`config.mk`:
```
export PLATFORM = sky130hd
export DESIGN_NAME = postproc_s2mm
export DESIGN_NICKNAME = d
export VERILOG_FILES = /design/src/rtl/accel_core_pkg.sv /design/src/rtl/postproc_s2mm.sv
export SDC_FILE = /design/constraint.sdc
export NUM_CORES = 1
export LEC_CHECK = 0
export BUFFER_PORTS_ARGS = -buffer_cell sky130_fd_sc_hd__buf_2
export CORE_MARGIN = 2
export CORE_UTILIZATION = 50
export DETAILED_ROUTE_END_ITERATION = 10
export PLACE_DENSITY = 0.85
export SLEW_MARGIN = 25
export SYNTH_ARGS = -nofsm -noshare
export SYNTH_HDL_FRONTEND = slang
export SYNTH_SLANG_ARGS = --single-unit
```
`constraint.sdc`:
```
create_clock -name aclk -period 5.2 [get_ports aclk]
set_input_delay 0.52 -clock aclk [delete_from_list [all_inputs] [get_ports aclk]]
set_output_delay 0.52 -clock aclk [all_outputs]
set_load 0.02 [all_outputs]
```
`src/rtl/accel_core_pkg.sv`:
```
// Shared AXI encodings, the 4 KB boundary constant and the S2MM state type
// used by the accelerator datapath blocks.
package accel_core_pkg;

  localparam logic [1:0] AXI_RESP_OKAY   = 2'b00;
  localparam logic [1:0] AXI_RESP_EXOKAY = 2'b01;
  localparam logic [1:0] AXI_RESP_SLVERR = 2'b10;
  localparam logic [1:0] AXI_RESP_DECERR = 2'b11;

  localparam logic [1:0] AXI_BURST_FIXED = 2'b00;
  localparam logic [1:0] AXI_BURST_INCR  = 2'b01;
  localparam logic [1:0] AXI_BURST_WRAP  = 2'b10;

  localparam int unsigned AXI_4K_BOUNDARY = 4096;

  typedef enum logic [2:0] {
    S_IDLE,
    S_AW,
    S_W,
    S_B,
    S_DONE
  } s2mm_state_e;

  // AxSIZE encoding for a beat of the given byte count.
  function automatic logic [2:0] axi_size_enc(input int unsigned bytes);
    return 3'($clog2(bytes));
  endfunction

endpackage

```
`src/rtl/postproc_s2mm.sv`:
```
// Stream-to-memory-mapped writer: splits a (addr, len) command into 4 KB-safe
// AXI INCR bursts fed straight from the stream. Optional tlast checking is
// enabled with the S2MM_TLAST_CHECK_EN macro.
module postproc_s2mm
  import accel_core_pkg::*;
#(
  parameter int DATA_W    = 64,
  parameter int ADDR_W    = 32,
  parameter int LEN_W     = 16,
  parameter int MAX_BURST = 16
) (
  input  logic                  aclk,
  input  logic                  aresetn,
  input  logic                  cmd_valid,
  output logic                  cmd_ready,
  input  logic [ADDR_W-1:0]     cmd_addr,
  input  logic [LEN_W-1:0]      cmd_len,
  input  logic [DATA_W-1:0]     s_axis_tdata,
  input  logic                  s_axis_tvalid,
  output logic                  s_axis_tready,
  input  logic                  s_axis_tlast,
  output logic [ADDR_W-1:0]     m_axi_awaddr,
  output logic [7:0]            m_axi_awlen,
  output logic [2:0]            m_axi_awsize,
  output logic [1:0]            m_axi_awburst,
  output logic                  m_axi_awvalid,
  input  logic                  m_axi_awready,
  output logic [DATA_W-1:0]     m_axi_wdata,
  output logic [DATA_W/8-1:0]   m_axi_wstrb,
  output logic                  m_axi_wlast,
  output logic                  m_axi_wvalid,
  input  logic                  m_axi_wready,
  input  logic [1:0]            m_axi_bresp,
  input  logic                  m_axi_bvalid,
  output logic                  m_axi_bready,
  output logic                  done,
  output logic                  err
);

  localparam int BYTES   = DATA_W / 8;
  localparam int BYTE_SH = $clog2(BYTES);
  localparam logic [ADDR_W-1:0] ALIGN_MASK = ~ADDR_W'(BYTES - 1);

  s2mm_state_e       state_q, state_d;
  logic [ADDR_W-1:0] addr_q, addr_d;
  logic [LEN_W-1:0]  remain_q, remain_d;
  logic [7:0]        awlen_q, awlen_d;
  logic [7:0]        beat_q, beat_d;
  logic              err_q, err_d;

  logic [8:0]        nb_idle, nb_next;
  logic              w_hs, wlast;

  // Beats in the next burst: limited by MAX_BURST, the beats left and the 4 KB page end.
  function automatic logic [8:0] burst_beats(input logic [ADDR_W-1:0] a,
                                             input logic [LEN_W-1:0]  rem);
    logic [31:0] to_bnd;
    logic [31:0] n;
    to_bnd = (32'(AXI_4K_BOUNDARY) - 32'(a[11:0])) >> BYTE_SH;
    n      = 32'(MAX_BURST);
    if (32'(rem) < n)
      n = 32'(rem);
    if (to_bnd < n)
      n = to_bnd;
    return n[8:0];
  endfunction

  assign nb_idle = burst_beats(cmd_addr & ALIGN_MASK, cmd_len);
  assign nb_next = burst_beats(addr_q, remain_q);

  assign w_hs  = (state_q == S_W) && s_axis_tvalid && m_axi_wready;
  assign wlast = (state_q == S_W) && (beat_q == awlen_q);

`ifndef S2MM_TLAST_CHECK_EN
  logic unused_tlast;
  assign unused_tlast = s_axis_tlast;
`endif

  always_comb begin
    state_d  = state_q;
    addr_d   = addr_q;
    remain_d = remain_q;
    awlen_d  = awlen_q;
    beat_d   = beat_q;
    err_d    = err_q;
    case (state_q)
      S_IDLE: begin
        if (cmd_valid) begin
          addr_d   = cmd_addr & ALIGN_MASK;
          remain_d = cmd_len;
          err_d    = 1'b0;
          if (cmd_len == '0) begin
            state_d = S_DONE;
          end else begin
            awlen_d = 8'(nb_idle - 9'd1);
            state_d = S_AW;
          end
        end
      end
      S_AW: begin
        if (m_axi_awready) begin
          addr_d  = addr_q + ((ADDR_W'(awlen_q) + ADDR_W'(1)) << BYTE_SH);
          beat_d  = 8'd0;
          state_d = S_W;
        end
      end
      S_W: begin
        if (w_hs) begin
          remain_d = remain_q - LEN_W'(1);
          beat_d   = beat_q + 8'd1;
`ifdef S2MM_TLAST_CHECK_EN
          // tlast must coincide exactly with the command's final beat.
          if (s_axis_tlast != (remain_q == LEN_W'(1)))
            err_d = 1'b1;
`endif
          if (wlast)
            state_d = S_B;
        end
      end
      S_B: begin
        if (m_axi_bvalid) begin
          if (m_axi_bresp != AXI_RESP_OKAY)
            err_d = 1'b1;
          if (remain_q == '0) begin
            state_d = S_DONE;
          end else begin
            awlen_d = 8'(nb_next - 9'd1);
            state_d = S_AW;
          end
        end
      end
      S_DONE: state_d = S_IDLE;
      default: state_d = S_IDLE;
    endcase
  end

  always_ff @(posedge aclk or negedge aresetn) begin
    if (!aresetn) begin
      state_q  <= S_IDLE;
      addr_q   <= '0;
      remain_q <= '0;
      awlen_q  <= '0;
      beat_q   <= '0;
      err_q    <= 1'b0;
    end else begin
      state_q  <= state_d;
      addr_q   <= addr_d;
      remain_q <= remain_d;
      awlen_q  <= awlen_d;
      beat_q   <= beat_d;
      err_q    <= err_d;
    end
  end

  // cmd_ready is qualified by reset so it reads 0 while reset is held.
  assign cmd_ready     = aresetn && (state_q == S_IDLE);
  assign m_axi_awaddr  = addr_q;
  assign m_axi_awlen   = awlen_q;
  assign m_axi_awsize  = axi_size_enc(BYTES);
  assign m_axi_awburst = AXI_BURST_INCR;
  assign m_axi_awvalid = (state_q == S_AW);
  assign m_axi_wdata   = s_axis_tdata;
  assign m_axi_wstrb   = '1;
  assign m_axi_wlast   = wlast;
  assign m_axi_wvalid  = (state_q == S_W) && s_axis_tvalid;
  assign s_axis_tready = (state_q == S_W) && m_axi_wready;
  assign m_axi_bready  = (state_q == S_B);
  assign done          = (state_q == S_DONE);
  assign err           = (state_q == S_DONE) && err_q;

endmodule
```
==> impl_metrics.toml, run 1 <==
[routing]
ant_nets = 0
drc = 0
wl_met2_mm = 7.612
viasPerCell = 6.086
dr.max_layer_used = "met4"
drtPass1Iterations = 5
wl_per_cell_um = 16.40
dr_wl_met3_mm = 1.028
totalWireLength_mm = 15.63
drt-met1-wl_mm = 6.478
drt_iter0_markers = 594
vias = 5800

[placement]
gp_congestion = 0.9002
place_hpwl_mm = 11.49
port_buffers = 98
placed_cell_area_um2 = 6127
place_ws_ns = 0.4362
dpl.cell_count = 937

[layout]
synthToLayoutAreaGrowth_pct = 6.570
final_cell_mix = "buf_2 (98), nand2_1 (77), nor2_1 (68)"
final-seq-area_um2 = 1627
finalNonFillerCells = 953
fill_cells = 1086
multi_input_area_um2 = 3691
fin_util_pct = 54.18
layout_commonest_cell = "buf_2"
nNetsFinal = 959
drive_above_1_share_pct = 17.00
n_antenna_cell = 0
stdcell_area_um2 = 6454

[setup_path]
startpoint_type = "input port"
crit_arrival_ns = 4.70
critical_path_class = "in -> reg"
crit_path_max_fanout = 5
worstSetupEndpointType = "flop"
reg2reg_depth = 16
required_ns = 5.41

[synth]
synth-simple-area-share_pct = 23.74
yosys_warnings = 0
synthDistinctLibCells = 67
synth_compound_gate_area_share_pct = 21.49
yosys.area_share.adder_pct = 7.355
synth-main-ff-cell = "dfrtp_1"
netlist_area_um2 = 6056
ys_seq_elements = 65
async_flop_share_pct = 100.0
synth-edff-count = 0
muxShareOfSynthArea_pct = 1.405
avgSynthCellArea_um2 = 7.784
syn_inst = 778
synth_top_family_by_area = "simple AND/OR/NAND/NOR gates"
synth_xor_area_share_pct = 5.351
synth_seq_area_share_pct = 26.86

[global_routing]
antenna_found_initial = 0
grt_pass1_vias = 5218
grt_pass1_wl_mm = 25.44
grt.overflow.total = 0
grt_use_total_pct = 24.05
grt_max_degree = 46

[timing]
fin_ws_ns = 0.7109
fmax_mhz = 222.8
fin_crit_ns = 4.489
finClkSkew_ns = 0.006540
final_max_slew_viol_count = 0
finalSetupViolCount = 0
max_slew_margin_pct = 33.68
holdWs_ns = 0.1358
worst_pin_slew_ns = 0.9872
hold_viol_final = 0
rsz0062_at_grt = "false"
fin_tns_setup_ns = 0
min_period_over_period_pct = 86.33

[clocking]
root_buffer = "clkbuf_16"
cts_resized = 0
cts_hold_buf = 0
cts-buffers-inserted = 9
clock_latency_ns = 0.33
cts_tree = "done"
cts_setup_buffers = 0
clkTransAtPathRegs_ns = 0.05
h-tree-depth = 3
cts.sinks = 65
cts_max_path_buffers = 2

[hold_path]
min_path_type = "in -> async"

[pwr]
p_leak_nw = 2.881
ir_drop_v = 0.0003188
p_sw_mw = 1.989
clkPwrFrac_pct = 15.9
switching_share_pct = 49.12
power_mw = 4.050
intPower_mw = 2.061
combPwrFrac_pct = 56.5
power.density_nw_per_um2 = 627.5
seqPwrFrac_pct = 27.6

[floorplanning]
core_area_um2 = 11910
ios = 247
rows = 40
initial_core_util_pct = 50.84
die_h_um = 114.1
die_w_um = 114.1
dieArea_um2 = 13010

[flow_run]
drv_cap = 0

[status]
status = "finished, final reports clean"
==> worst max-delay path, cell delays in order <==
cell	delay, ns
buf_2	0.13
or3_1	0.39
nor2_1	0.21
nor4b_1	0.33
xnor2_1	0.17
ha_1	0.35
nand3_1	0.10
or4_1	0.56
a31oi_1	0.24
nor2_1	0.11
a211oi_1	0.42
or2_2	0.19
ha_1	0.15
a21boi_0	0.50
a211o_1	0.23
nand3_1	0.08
==> final timing paths <==
| check | from | endpoint | slack, ns |
|---|---|---|---|
| max | cmd_addr[5] | m_axi_awlen[4] | 0.71 |
| min | aresetn | m_axi_awaddr[27] | 0.14 |
| max reg2reg | m_axi_awaddr[3] | m_axi_awlen[4] | 0.78 |
| min reg2reg | err_q | err_q | 0.50 |
| max in group asynchronous | aresetn | m_axi_awaddr[31] | 4.07 |
| min in group aclk | cmd_addr[21] | m_axi_awaddr[21] | 0.48 |
==> state kept, by name, summed over array words and instances (netlist names) <==
| signal | count |
|---|---|
| beat_q | 8 |
| m_axi_awaddr | 29 |
| m_axi_awlen | 8 |
| state_q | 3 |
| err_q | 1 |
| remain_q | 16 |
==> routing by layer <==
layer | vias up | track usage (%)
met3 | 54 | 3.812
met5 | - | 0
met1 | 2705 | 31.16
li1 | 2768 | -
met2 | 273 | 40.08
met4 | 0 | 10.08
==> Yosys cell counts, drive strengths merged (3+ instances only) <==
cell type	count	area [um^2]
or3	19	138.9
o21a	4	30.03
o221ai	4	35.03
dfrtp	65	1627
nand3	34	170.2
and2	10	62.56
a211oi	8	60.06
mux2	4	45.04
a41oi	3	26.28
clkbuf	30	112.6
a21oi	62	310.3
a31o	3	26.28
nor4	10	62.56
nor2	68	255.2
a211o	4	35.03
xnor2	26	227.7
o22a	8	71.32
nand4	10	62.56
nand2	77	289.0
a21o	4	30.03
o21bai	5	37.54
mux2i	4	40.04
buf	86	625.6
nor3	31	166.4
a22oi	3	22.52
and3	16	100.1
a31oi	11	68.82
inv	24	90.09
o21ai	34	170.2
ha	34	425.4
xor2	11	96.34
o32ai	3	26.28
a311oi	6	52.55
a221oi	4	35.03
and4	3	26.28
or2	4	25.02
o22ai	11	68.82
==> power by group through the flow <==
stage / sequential (mW) / clock [mW] / combinational [mW]
after detailed placement: 1.11 / 0 / 2.24
final: 1.12 / 0.645 / 2.29
after global placement: 1.10 / 0 / 2.20
after CTS: 1.10 / 0.648 / 2.26
after floorplan: 1.15 / 0 / 1.67
after global routing: 1.15 / 0.672 / 2.55
==> logic make-up (layout without fill, tap and decap cells) <==
kind of cell / Yosys count / count (layout)
other: 2 / 26
adder cells (fa/ha/maj): 35 / 35
buffers and inverters: 140 / 144
AND/OR/NAND/NOR: 292 / 292
AO/OA/AOI/OAI: 199 / 199
multiplexers: 8 / 8
flip-flops: 65 / 65
XOR/XNOR: 37 / 37
==> cell type report <==
type                    instances  area share [%]
multi-input cells             597           57.19
flip-flops and latches         65           25.20
repair buffers                105           8.530
clock buffers                  12           3.819
well taps                     147           2.850
inverters                      24           1.396
clock inverters                 3           1.008
Note: power is estimated with default switching activity, not from simulation.
==> run 2: changes to the inputs <==
Settings changed: REMOVE_ABC_BUFFERS set to 1.
==> run 2 against run 1 <==
Net effect:
- critical endpoint is now m_axi_awlen[6]
- global-route usage increased by 8.4 points
- combinational power about the same
- die area unchanged
- setup slack improved by 0.097 ns
- non-clock buffer count increased by 1
- power increased by 0.12%
- final area about the same
- largest cell class unchanged
- wire length increased by 34%
- flip-flop and latch count unchanged
- clock-buffer cell count decreased by 3
- maximum frequency increased by 2.2%
==> impl_metrics.toml, run 2 (synthesis gave the netlist of run 1 again) <==
[status]
status = "finished, final reports clean"

[floorplanning]
rows = 40
die_h_um = 114.1
initial_core_util_pct = 50.84
dieArea_um2 = 13010
die_w_um = 114.1
core_area_um2 = 11910
ios = 247

[setup_path]
worstSetupEndpointType = "flop"
startpoint_type = "input port"
required_ns = 5.42
reg2reg_depth = 17
path_delay_family = "simple AND/OR/NAND/NOR gates"
cp_cell_sequence = "buf_2 -> or3_1 -> nor2_1 -> nor4b_1 -> xnor2_1 -> ha_1 -> nand3_1 -> or4_1 -> a31oi_1 -> nor2_1 -> a211oi_1 -> or2_2 -> ha_1 -> a21boi_0 -> a31o_2 -> nand3_1"
max_stage_delay_ns = 0.57
crit_buf_inv = 1
reg2reg_to = "m_axi_awlen[6]"
slowest_stage = "or4_1"
reg2reg_slack_ns = 1.03
crit_arrival_ns = 4.61
crit_path_max_fanout = 5
r2r-start = "m_axi_awaddr[3]"
critical_path_class = "in -> reg"

[layout]
n_antenna_cell = 0
nNetsFinal = 960
final_cell_mix = "buf_2 (98), nand2_1 (77), nor2_1 (68)"
layout_commonest_cell = "buf_2"
largest_register_ffs = 29
drive_above_1_share_pct = 17.70
synthToLayoutAreaGrowth_pct = 6.529
fin_util_pct = 54.16

[timing]
hold_viol_final = 0
holdWs_ns = 0.3768
fmax_mhz = 227.7
worst_pin_slew_ns = 0.9161
min_period_over_period_pct = 84.47
rsz0062_at_grt = "false"
finalSetupViolCount = 0
finClkSkew_ns = 0.008398
fin_ws_ns = 0.8076
max_slew_margin_pct = 38.93
fin_crit_ns = 4.392
final_max_slew_viol_count = 0
fin_tns_setup_ns = 0

[global_routing]
grt_pass1_wl_mm = 32.14
grt_pass1_vias = 5465
grt.overflow.total = 0
grt_max_degree = 67
antenna_found_initial = 0
grt_use_total_pct = 32.41

[placement]
port_buffers = 98
place_hpwl_mm = 16.06
gp_congestion = 0.8932
place_ws_ns = 0.5077

[pwr]
ir_drop_v = 0.0003360
seqPwrFrac_pct = 27.5
power.density_nw_per_um2 = 628.5
power_mw = 4.055
switching_share_pct = 50.31
combPwrFrac_pct = 57.1
p_sw_mw = 2.040
intPower_mw = 2.015
p_leak_nw = 2.882
clkPwrFrac_pct = 15.4

[routing]
vias = 5975
totalWireLength_mm = 20.91
drtPass1Iterations = 5
drt_iter0_markers = 457
wl_per_cell_um = 21.90
ant_nets = 0
viasPerCell = 6.257
drc = 0

[hold_path]
min_path_type = "in -> async"

[clocking]
h-tree-depth = 3
cts.sinks = 65
cts_setup_buffers = 0
cts-buffers-inserted = 9
cts_resized = 0
root_buffer = "clkbuf_16"
cts_hold_buf = 0
clkTransAtPathRegs_ns = 0.06
cts_max_path_buffers = 2
cts_tree = "done"
clock_latency_ns = 0.34

[flow_run]
drv_cap = 0
==> run 2: metrics by stage <==
stage          instances  area (um^2)
2_1_floorplan        686         5408
3_3_place_gp         939         6142
3_5_place_dp         939         6142
4_1_cts              955         6442
5_1_grt              955         6451
6_report             955         6451
==> run 2: layout make-up <==
type | count | area, um^2
clock buffer | 9 | 225.2
clock inverter | 7 | 75.07
fill | 1115 | 5460
inverter | 24 | 90.09
multi-input combinational | 597 | 3700
sequential | 65 | 1627
tap | 147 | 183.9
timing repair buffer | 106 | 550.5
==> run 2: power groups by stage <==
stage,Clock (mW),Combinational (mW),Sequential (mW)
after global routing,0.653,2.56,1.15
after detailed placement,0,2.28,1.10
after floorplan,0,1.50,1.18
after global placement,0,2.23,1.10
after CTS,0.623,2.30,1.10
final,0.624,2.31,1.12
==> run 2: worst max path at each step <==
stage,start,endpoint,slack [ns],cells after the start
finish,cmd_addr[5],m_axi_awlen[6],0.81,16
CTS,cmd_addr[5],m_axi_awlen[6],0.87,16
detailed placement,cmd_addr[5],m_axi_awlen[6],0.51,16
global placement,cmd_addr[5],m_axi_awlen[6],0.59,16
floorplan,cmd_addr[5],m_axi_awlen[6],1.11,15
global route,cmd_addr[5],m_axi_awlen[6],0.45,16
==> run 2: per-layer routing <==
metal / wire (um) / global-route usage (%) / vias to the layer above
li1: - / - / 2777
met2: 8916 / 47.50 / 375
met5: 196 / 12.16 / -
met3: 3787 / 23.93 / 28
met4: 265 / 6.911 / 6
met1: 7748 / 37.30 / 2789
